===== config.mk =====
export PLATFORM = sky130hd
export DESIGN_NAME = sw_operand_loader
export DESIGN_NICKNAME = d
export VERILOG_FILES = /design/src/rtl/sw_operand_loader.sv
export SDC_FILE = /design/constraint.sdc
export NUM_CORES = 1
export LEC_CHECK = 0
export CAP_MARGIN = 20
export CORE_MARGIN = 1.5
export CORE_UTILIZATION = 25
export DETAILED_ROUTE_END_ITERATION = 7
export PLACE_DENSITY_LB_ADDON = 0.25
export SETUP_SLACK_MARGIN = 0.2
export SLEW_MARGIN = 0
export SYNTH_ARGS = -nofsm -noshare
export SYNTH_HDL_FRONTEND = slang
export SYNTH_SLANG_ARGS = --single-unit

===== constraint.sdc =====
create_clock -name clk -period 2.3 [get_ports clk]
set_clock_uncertainty 0.15 [all_clocks]
set_input_delay 0.23 -clock clk [delete_from_list [all_inputs] [get_ports clk]]
set_output_delay 0.23 -clock clk [all_outputs]
set_load 0.005 [all_outputs]

===== src/rtl/sw_operand_loader.sv =====
`default_nettype none
// ============================================================================
// Module      : sw_operand_loader
// Description : Loads two operands and a carry-in from slide switches using a
//               debounced push-button, then presents them with a handshake.
// Revision    : 1.0 - initial release
// ============================================================================
module sw_operand_loader #(
    parameter int DATA_SIZE       = 4,
    parameter int DEBOUNCE_CYCLES = 1000000
) (
    input  logic                 clk,
    input  logic                 reset_n,
    input  logic [DATA_SIZE-1:0] sw_in,
    input  logic                 cin_sw,
    input  logic                 btn_load,
    input  logic                 cons_ready,
    output logic [DATA_SIZE-1:0] a_out,
    output logic [DATA_SIZE-1:0] b_out,
    output logic                 c_out,
    output logic                 operand_valid,
    output logic [1:0]           phase_led
);

    localparam int                 c_CNT_W    = $clog2(DEBOUNCE_CYCLES + 1);
    localparam logic [c_CNT_W-1:0] c_CNT_LAST = c_CNT_W'(DEBOUNCE_CYCLES - 1);
    localparam logic [c_CNT_W-1:0] c_CNT_ONE  = c_CNT_W'(1);

    // State codes double as the phase LED pattern.
    typedef enum logic [1:0] {
        LOAD_A  = 2'b01,
        LOAD_B  = 2'b10,
        PRESENT = 2'b11
    } state_t;

    logic [DATA_SIZE-1:0] sw_meta_q;
    logic [DATA_SIZE-1:0] sw_sync_q;
    logic                 cin_meta_q;
    logic                 cin_sync_q;
    logic                 btn_meta_q;
    logic                 btn_sync_q;

    logic                 db_q;
    logic                 db_d;
    logic [c_CNT_W-1:0]   cnt_q;
    logic [c_CNT_W-1:0]   cnt_d;
    logic                 press_q;
    logic                 press_d;

    state_t               state_q;
    state_t               state_d;
    logic [DATA_SIZE-1:0] a_q;
    logic [DATA_SIZE-1:0] a_d;
    logic [DATA_SIZE-1:0] b_q;
    logic [DATA_SIZE-1:0] b_d;
    logic                 c_q;
    logic                 c_d;
    logic                 valid_q;
    logic                 valid_d;

    always_comb begin
        db_d  = db_q;
        cnt_d = '0;
        if (btn_sync_q != db_q) begin
            if (cnt_q == c_CNT_LAST) begin
                db_d = btn_sync_q;
            end else begin
                cnt_d = cnt_q + c_CNT_ONE;
            end
        end
        press_d = db_d & ~db_q;
    end

    always_comb begin
        state_d = state_q;
        a_d     = a_q;
        b_d     = b_q;
        c_d     = c_q;
        valid_d = valid_q;
        case (state_q)
            LOAD_A: begin
                if (press_q) begin
                    a_d     = sw_sync_q;
                    state_d = LOAD_B;
                end
            end
            LOAD_B: begin
                if (press_q) begin
                    b_d     = sw_sync_q;
                    c_d     = cin_sync_q;
                    valid_d = 1'b1;
                    state_d = PRESENT;
                end
            end
            PRESENT: begin
                // Presses are dropped here; only the handshake leaves PRESENT.
                if (cons_ready) begin
                    valid_d = 1'b0;
                    state_d = LOAD_A;
                end
            end
            default: begin
                valid_d = 1'b0;
                state_d = LOAD_A;
            end
        endcase
    end

    always_ff @(posedge clk) begin
        if (!reset_n) begin
            sw_meta_q  <= '0;
            sw_sync_q  <= '0;
            cin_meta_q <= 1'b0;
            cin_sync_q <= 1'b0;
            btn_meta_q <= 1'b0;
            btn_sync_q <= 1'b0;
            db_q       <= 1'b0;
            cnt_q      <= '0;
            press_q    <= 1'b0;
            state_q    <= LOAD_A;
            a_q        <= '0;
            b_q        <= '0;
            c_q        <= 1'b0;
            valid_q    <= 1'b0;
        end else begin
            sw_meta_q  <= sw_in;
            sw_sync_q  <= sw_meta_q;
            cin_meta_q <= cin_sw;
            cin_sync_q <= cin_meta_q;
            btn_meta_q <= btn_load;
            btn_sync_q <= btn_meta_q;
            db_q       <= db_d;
            cnt_q      <= cnt_d;
            press_q    <= press_d;
            state_q    <= state_d;
            a_q        <= a_d;
            b_q        <= b_d;
            c_q        <= c_d;
            valid_q    <= valid_d;
        end
    end

    assign a_out         = a_q;
    assign b_out         = b_q;
    assign c_out         = c_q;
    assign operand_valid = valid_q;
    assign phase_led     = state_q;

endmodule
`default_nettype wire


; ---- After elaboration in Yosys (flattened, before gate mapping)
; Index checks and enable logic that the tools add are counted.
[totals]
elab_cells = 42
regBits = 46
in_bits = 9
[classes]
reduce_logical = 5
n_bitwise = 5
n_addsub = 1
mux = 9
eq_ne = 8
[op_table]
columns = operator, n
row1 = "20-bit by 1-bit adder with 20-bit output, second input constant", 1
row2 = "20-bit == test, second input constant", 1
row3 = 2-bit two-way mux, 3
row4 = "2-bit != test, second input constant", 3
row5 = 2-bit one-hot mux with 3 select lines, 1
row6 = 3-bit AND reduction, 2
row7 = "2-bit == test, second input constant", 2
row8 = 1-bit two-way mux, 4
row9 = 1-bit inverter, 4
row10 = 2-bit AND reduction, 2
row11 = 1-bit one-hot mux with 3 select lines, 1
row12 = 3-bit OR reduction, 1
row13 = "2-bit by 1-bit == test with 1-bit output, second input constant", 1
row14 = 1-bit AND, 1
row15 = 1-bit != test, 1

; ---- Depth between registers and ports, before layout
; Gate-level depths: netlist (run 1).
[logic_depth]
ltp_word = 4
depth_mapped = 6
mapped_depth_nobuf = 5

; ---- Worst setup path before layout (run 1)
; Ideal clock, no wire load.
[synth_timing]
kind = register to register
startpoint = register cnt_q[0]
endpoint = register cnt_q[2]
t_arrival_ns = 1.438
t_required_ns = 2.022
path_slack_ns = 0.584
path_stages_with_launch = 7
setup_time_ns = 0.128
path_cell_list = dfxtp_1 ha_1 and2_1 nand2b_1 o211ai_1 clkbuf_1 nor2_1
[synth_via]
elab_chain_cells = 2
word_cells_on_any_way = 3
classes_between = add/sub: 1 / eq/ne: 1 / reduce/logical: 1
[synth_lines]
columns = item, line_no
row1 = "start, declared", 45  ; logic [c_CNT_W-1:0] cnt_q;
row2 = "start signal, assigned", 133  ; cnt_q <= cnt_d;
row3 = "parallel branches: the longest is 2 deep, another holds 20-bit by 1-bit adder with 20-bit output", -
; Parallel ways; which one is timed is not known.
; A chain may end at the register's enable or synchronous reset.

; ---- Worst setup path in the final report (run 1)
[layout_timing]
startpoint = register cnt_q[2]
endpoint = register cnt_q[19]
; Same word-level chain as after synthesis.

==> impl_metrics.sql, run 1 <==
INSERT INTO impl_metrics (metric_group, metric, value, unit) VALUES
('run_status', 'run_status', 'finished clean', ''),
('sta', 'max-slew-margin-rel', '68.6', '%'),
('finish', 'nFillCells', '772', ''),
('critical_path', 'critical_path.startpoint', 'cnt_q[2]$_SDFF_PP0_', ''),
('cts', 'cts-root-to-sink-buffers', '2', ''),
('synth', 'synthCells', '206', ''),
('floorplanning', 'num_io_pins', '21', ''),
('cts', 'clock_tree.htree_level_count', '2', ''),
('finish', 'most-common-layout-cells', 'sky130_fd_sc_hd__dfxtp_1, sky130_fd_sc_hd__a21oi_1, sky130_fd_sc_hd__clkdlybuf4s50_1', ''),
('sta', 'final.setup.worst_slack', '440', 'ps'),
('critical_path', 'r2r-start', 'cnt_q[2]$_SDFF_PP0_', ''),
('synth', 'yosys.area_share.xor_xnor', '5.72', '%'),
('critical_path', 'critical_path.max_fanout', '9', ''),
('critical_path', 'critPathKind', 'reg -> reg', ''),
('synth', 'ys_warn_count', '0', ''),
('synth', 'synth_fp_nets', '219', ''),
('sta', 'grt_setup_unrepaired', 'false', ''),
('synth', 'synth_compound_gate_area_share', '9.87', '%'),
('power', 'switching_share', '23.0', '%'),
('critical_path', 'crit_chain', 'nand4_2 > or2_1 > or4_1 > a21oi_1', ''),
('synth', 'synthAdderAreaFrac', '2.72', '%'),
('floorplanning', 'fp.dieArea', '0.00788', 'mm²'),
('grt', 'antenna_found_initial', '0', ''),
('grt', 'wire_length_of_the_first_global_routing_pass', '5930', 'µm'),
('finish', 'num-nets-final', '240', ''),
('power', 'vdd_drop_max', '0.000218', 'V'),
('sta', 'timing.fmax', '538', 'MHz'),
('sta', 'worst-slew-pin-transition', '470', 'ps'),
('synth', 'synth-simple-area-share', '28.1', '%'),
('critical_path', 'crit_path_top_delay_cell', 'sky130_fd_sc_hd__or4_1', ''),
('cts', 'post_cts.resized_instances', '0', ''),
('sta', 'period_needed', '1860', 'ps'),
('synth', 'synth_seq_cells', '46', ''),
('finish', 'seq_area', '921', 'µm²'),
('finish', 'multi_input_area', '853', 'µm²'),
('cts', 'cts_buffers', '5', ''),
('hold_path', 'holdCritStartpoint', 'btn_meta_q$_SDFF_PN0_', ''),
('grt', 'grt_max_degree', '21', ''),
('routing', 'postRouteWirelength', '3540', 'µm'),
('routing', 'detailroute.via_count', '1404', ''),
('sta', 'fin_setup_tns', '0', 'ps'),
('critical_path', 'largest_incremental_delay_on_the_critical_path', '490', 'ps'),
('finish', 'layout.cells.most_common', 'sky130_fd_sc_hd__dfxtp_1', ''),
('synth', 'synthesis.area_per_instance', '8.92', 'µm²'),
('sta', 'period_share', '80.9', '%'),
('critical_path', 'timing.critical_path.from_type', 'register', ''),
('place', 'port_buffers', '20', ''),
('power', 'totalPowerFinal', '1370', 'µW'),
('sta', 'timing.final.setup_violations', '0', ''),
('power', 'logic_pwr_share', '4.2', '%'),
('routing', 'drt_pre_antenna_iters', '4', ''),
('floorplanning', 'width_of_the_die', '88.7', 'µm'),
('floorplanning', 'core-area', '0.00718', 'mm²'),
('cts', 'tritoncts', 'yes', ''),
('routing', 'viasPerCell', '4.29', ''),
('synth', 'syn_area', '0.00184', 'mm²'),
('cts', 'clock_sinks', '46', ''),
('cts', 'post_cts.repair.setup_buffers', '0', ''),
('finish', 'post_synthesis_to_final_layout_area_growth', '21.3', '%'),
('finish', 'final_layout_size_suffix_gt1_share', '5.70', '%'),
('power', 'power.density', '613', 'mW/mm²'),
('place', 'gp_congestion', '0.723', ''),
('floorplanning', 'initial_core_util', '25.6', '%'),
('synth', 'combinational_family_with_the_most_area_after_synthesis', 'simple AND/OR/NAND/NOR gates', ''),
('finish', 'layout.core_utilization', '31.1', '%'),
('finish', 'antenna-diode-count', '0', ''),
('sta', 'final_hold_viol_count', '0', ''),
('power', 'power.static_leakage', '0.000715', 'µW'),
('routing', 'initialDrtViolationCount', '48', ''),
('floorplanning', 'die-height', '88.7', 'µm'),
('power', 'p_clk_share', '36.2', '%');
[layout make-up]
class / instances / share of cell area, %
clock buffers: 5 / 3.09
clock inverters: 3 / 0.954
multi-input cells: 145 / 38.3
flip-flops and latches: 46 / 41.3
repair buffers: 22 / 9.65
inverters: 7 / 1.18
well taps: 99 / 5.56
[registers in the layout (all words and copies together) (netlist names)]
| name | cells |
|---|---|
| c_out | 1 |
| btn_meta_q | 1 |
| sw_meta_q | 4 |
| cin_sync_q | 1 |
| a_out | 4 |
| phase_led | 2 |
| btn_sync_q | 1 |
| cnt_q | 20 |
| press_q | 1 |
| operand_valid | 1 |
| db_q | 1 |
| sw_sync_q | 4 |
| b_out | 4 |
| cin_meta_q | 1 |
[synthesized netlist by cell type (all sizes together)]
| master | n | area share [%] |
|---|---|---|
| dfxtp | 46 | 50 |
| a21oi | 21 | 5.7 |
| nand2 | 19 | 3.9 |
| nand3 | 16 | 4.4 |
| and2 | 15 | 5.1 |
| nor2 | 15 | 3.1 |
| clkbuf | 7 | 1.4 |
| inv | 7 | 1.4 |
| xor2 | 7 | 3.3 |
| o21ai | 6 | 1.6 |
| nand4 | 5 | 2.0 |
| or3 | 5 | 1.8 |
| xnor2 | 5 | 2.4 |
| ha | 4 | 2.7 |
| nor3 | 4 | 1.1 |
| and4 | 3 | 1.5 |
| nand2b | 3 | 1.0 |
| nor4 | 3 | 1.0 |
| o31ai | 3 | 1.2 |
| or4 | 3 | 1.2 |
| nor2b | 2 | 0.68 |
| a311oi | 1 | 0.48 |
| and4b | 1 | 0.54 |
| buf | 1 | 0.61 |
| nor4b | 1 | 0.48 |
| o211ai | 1 | 0.41 |
| o21bai | 1 | 0.41 |
| or2 | 1 | 0.34 |
[worst register-to-register path, cell delays in order (launching register included)]
cell,delay (ps)
sky130_fd_sc_hd__dfxtp_1,450
sky130_fd_sc_hd__nand4_2,180
sky130_fd_sc_hd__or2_1,370
sky130_fd_sc_hd__or4_1,500
sky130_fd_sc_hd__a21oi_1,160
[metal layers]
metal	GRT usage, %	up-vias	share of wire [%]
met3	3.08	7	3.3
li1	-	753	-
met2	15.0	20	42
met4	4.26	0	2.2
met1	12.7	624	52
met5	0	-	0
[power groups by stage]
stage	Clock [µW]	Sequential [µW]	Combinational, µW
after global placement	0	834	57.6
after detailed placement	0	834	57.9
after CTS	514	815	58.2
final	495	814	57.2
after floorplan	0	832	30.7
after global routing	550	816	64.4
[through the flow]
stage | std cells | hold slack, ps | area (µm²)
floorplan | 206 | 202 | 1840
global placement | 319 | 265 | 2140
detailed placement | 319 | 268 | 2140
CTS | 327 | 293 | 2230
global route | 327 | 313 | 2230
finish | 327 | 288 | 2230
[path summary, 6_finish.rpt]
path | endpoint | slack, ps | cells past startpoint
worst min-delay path | btn_sync_q$_SDFF_PN0_ | 290 | 1
worst min register to register | btn_sync_q$_SDFF_PN0_ | 290 | 1
worst max register to register | cnt_q[19]$_SDFF_PP0_ | 440 | 4
worst max-delay path | cnt_q[19]$_SDFF_PP0_ | 440 | 4
[cell families (layout without fill, tap and decap cells)]
group                      Yosys count  after routing
and+or+nand+nor                     96             96
AOI/OAI and AO/OA                   33             33
adders and majority gates            4              4
xor gates and xnor gates            12             12
DFF                                 46             46
buffers and inverters               15             37
Note: power is estimated with default switching activity, not from simulation.
==> run 2: changes to the inputs <==
==> constraint.sdc (replaced) <==
create_clock -name clk -period 1.8 [get_ports clk]
set_clock_uncertainty 0.15 [all_clocks]
set_input_delay 0.18 -clock clk [delete_from_list [all_inputs] [get_ports clk]]
set_output_delay 0.18 -clock clk [all_outputs]
set_load 0.005 [all_outputs]
==> run 2 against run 1 <==
  * Sequential cell count did not move
  * Cell count is 4.9% higher
  * Routed wire length increased by 14%
  * Die area unchanged
  * Utilization up 5.2 points
  * Non-clock buffer count rose by 16
  * Total power rose by 27%
  * First-iteration DRC count down 19%
  * Design area rose by 17%
  * Worst hold slack better by 1.5 ps
  * Highest routed layer unchanged
==> impl_metrics.sql, run 2 (same netlist as run 1, synthesis figures left out) <==
INSERT INTO impl_metrics (metric_group, metric, value, unit) VALUES
('run_status', 'run_status', 'finished clean', ''),
('routing', 'routed_wl_met2', '1880', 'µm'),
('sta', 'final.setup.worst_slack', '175', 'ps'),
('hold_path', 'hold_path_class', 'reg -> reg', ''),
('cts', 'worst_skew_pair.late_latency', '300', 'ps'),
('finish', 'antenna-diode-count', '0', ''),
('run', 'maxCapViolCount', '0', ''),
('sta', 'period_needed', '1620', 'ps'),
('grt', 'grt_max_degree', '16', ''),
('finish', 'finish.cell_count_without_fillers', '343', ''),
('routing', 'met3_length', '139', 'µm'),
('floorplanning', 'num_io_pins', '21', ''),
('sta', 'fin_setup_tns', '0', 'ps'),
('critical_path', 'critical_path.startpoint', 'cnt_q[0]$_SDFF_PP0_', ''),
('routing', 'initialDrtViolationCount', '39', ''),
('finish', 'layout.cells.most_common', 'sky130_fd_sc_hd__dfxtp_1', ''),
('finish', 'num-nets-final', '256', ''),
('power', 'switchingPower', '401', 'µW'),
('power', 'power.density', '669', 'mW/mm²'),
('critical_path', 'crit_chain', 'ha_4 > and2_4 > nand4_1 > or3_1 > a21oi_2', ''),
('power', 'power.static_leakage', '0.000860', 'µW'),
('hold_path', 'min_path_cells', '1', ''),
('cts', 'clock_sinks', '46', ''),
('floorplanning', 'die-height', '88.7', 'µm'),
('place', 'port_buffers', '20', ''),
('critical_path', 'path_depth', '5', ''),
('power', 'pwr-share-seq', '59.1', '%'),
('cts', 'tritoncts', 'yes', ''),
('critical_path', 'crit_path_top_delay_cell', 'sky130_fd_sc_hd__or3_1', ''),
('routing', 'maxUsedRoutingLayer', 'met4', ''),
('cts', 'cts-root-to-sink-buffers', '2', ''),
('critical_path', 'r2r-start', 'cnt_q[0]$_SDFF_PP0_', ''),
('routing', 'routedLengthMet1', '1930', 'µm'),
('place', 'pre_cts_slack', '16.2', 'ps'),
('grt', 'grt_overflow', '0', ''),
('critical_path', 'worstSetupEndpoint', 'cnt_q[14]$_SDFF_PP0_', ''),
('grt', 'wire_length_of_the_first_global_routing_pass', '6380', 'µm'),
('sta', 'period_share', '90.3', '%'),
('floorplanning', 'core-area', '0.00718', 'mm²'),
('place', 'placed_cell_area', '0.00216', 'mm²'),
('critical_path', 'critPathBufInv', '0', ''),
('critical_path', 'cp-end-kind', 'register', ''),
('cts', 'cts.reportedPaths.clkPinSlew', '90', 'ps'),
('critical_path', 'timing.critical_path.from_type', 'register', ''),
('cts', 'cts_buffers', '5', ''),
('critical_path', 'reg2reg_depth', '5', ''),
('power', 'logic_pwr_share', '4.8', '%'),
('critical_path', 'worst_path_dominant_cell_family', 'simple AND/OR/NAND/NOR gates', ''),
('grt', 'antenna_found_initial', '0', ''),
('sta', 'timing.fmax', '616', 'MHz'),
('routing', 'drt_pre_antenna_iters', '4', ''),
('power', 'vdd_drop_max', '0.000284', 'V'),
('critical_path', 'critical_path.max_fanout', '6', ''),
('cts', 'root_buffer', 'sky130_fd_sc_hd__clkbuf_8', ''),
('sta', 'worst-slew-pin-transition', '428', 'ps'),
('routing', 'postRouteWirelength', '4020', 'µm'),
('routing', 'dr_wl_cell', '11.7', 'µm'),
('place', 'placed_cells_incl_taps', '321', ''),
('routing', 'viasPerCell', '4.38', ''),
('sta', 'timing.final.setup_violations', '0', ''),
('finish', 'largest_register_ff_count', '20', ''),
('routing', 'remaining_drc_errors', '0', ''),
('sta', 'grt_setup_unrepaired', 'true', ''),
('grt', 'first_global_vias', '1376', ''),
('grt', 'grt_use_total', '10.5', '%'),
('power', 'p_clk_share', '36.1', '%'),
('finish', 'final_layout_size_suffix_gt1_share', '32.0', '%'),
('cts', 'clock_tree.htree_level_count', '2', ''),
('critical_path', 'largest_incremental_delay_on_the_critical_path', '410', 'ps'),
('floorplanning', 'width_of_the_die', '88.7', 'µm'),
('finish', 'post_synthesis_to_final_layout_area_growth', '41.5', '%'),
('power', 'switching_share', '23.1', '%'),
('place', 'dp_hpwl', '2560', 'µm'),
('floorplanning', 'std_cell_rows', '31', ''),
('cts', 'hold_buffers', '0', ''),
('routing', 'antenna_left', '0', ''),
('routing', 'detailroute.via_count', '1503', ''),
('critical_path', 'worst-r2r-setup-slack', '180', 'ps'),
('sta', 'max-slew-margin-rel', '71.5', '%'),
('sta', 'report.final.slew_viol_count', '0', ''),
('finish', 'regMostFlops', 'cnt_q', ''),
('power', 'power_report.internal_total', '1340', 'µW'),
('floorplanning', 'initial_core_util', '25.6', '%'),
('critical_path', 'cp_data_required_time', '1890', 'ps'),
('finish', 'most-common-layout-cells', 'sky130_fd_sc_hd__dfxtp_1, sky130_fd_sc_hd__clkdlybuf4s50_1, sky130_fd_sc_hd__nand2_1', ''),
('critical_path', 'crit_arrival', '1710', 'ps'),
('finish', 'design_area', '0.00260', 'mm²'),
('sta', 'final_hold_viol_count', '0', ''),
('floorplanning', 'fp.dieArea', '0.00788', 'mm²'),
('critical_path', 'critPathKind', 'reg -> reg', ''),
('critical_path', 'r2r_end', 'cnt_q[14]$_SDFF_PP0_', ''),
('place', 'gp_congestion', '0.706', '');
## run 2: cell types whose count changed in the layout (fill, tap and decap cells not counted), sizes merged
cell / delta
buf: +15
clkbuf: +2
clkinvlp: -1
## run 2: cell type report
| type | instances | area [µm²] |
|---|---|---|
| timing repair buffer | 38 | 357 |
| tap | 99 | 124 |
| sequential | 46 | 968 |
| multi-input combinational | 145 | 1040 |
| clock inverter | 2 | 13.8 |
| inverter | 7 | 26.3 |
| clock buffer | 6 | 72.6 |
| fill | 720 | 4570 |
## run 2: how the worst min path moves through the flow
| stage | startpoint | end | slack, ps |
|---|---|---|---|
| 2_1_floorplan | reset_n | sw_meta_q[3]$_SDFF_PN0_ | 150 |
| 3_3_place_gp | btn_meta_q$_SDFF_PN0_ | btn_sync_q$_SDFF_PN0_ | 270 |
| 3_5_place_dp | sw_meta_q[3]$_SDFF_PN0_ | sw_sync_q[3]$_SDFF_PN0_ | 270 |
| 4_1_cts | sw_meta_q[3]$_SDFF_PN0_ | sw_sync_q[3]$_SDFF_PN0_ | 290 |
| 5_1_grt | btn_load | btn_meta_q$_SDFF_PN0_ | 290 |
| 6_report | sw_meta_q[2]$_SDFF_PN0_ | sw_sync_q[2]$_SDFF_PN0_ | 290 |
## run 2: layer usage
metal / track usage (%) / vias up
met5: 0 / -
met4: 3.84 / 0
met3: 2.89 / 5
met2: 16.5 / 21
met1: 13.6 / 695
li1: - / 782
## run 2: stage by stage
step                      total power, µW  utilization (%)  hold WS [ps]
final                                1740             36.3           290
after global routing                 1820             36.3           291
after CTS                            1770             32.8           294
after detailed placement             1140             30.1           273
after global placement               1140             30.1           268
after floorplan                      1100                -           152
## run 2: repair_timing
item	CTS	global route
gates cloned	1	0
endpoints found under the setup margin	21	24
gates resized for setup	26	49
pin swaps	13	14
setup buffers	3	10
## run 2: power by group through the flow
stage,logic (µW),registers [µW],clock network (µW)
finish,83.0,1030,628
global route,92.1,1030,696
CTS,76.1,1040,654
detailed placement,73.6,1070,0
global placement,73.6,1070,0
floorplan,39.9,1060,0
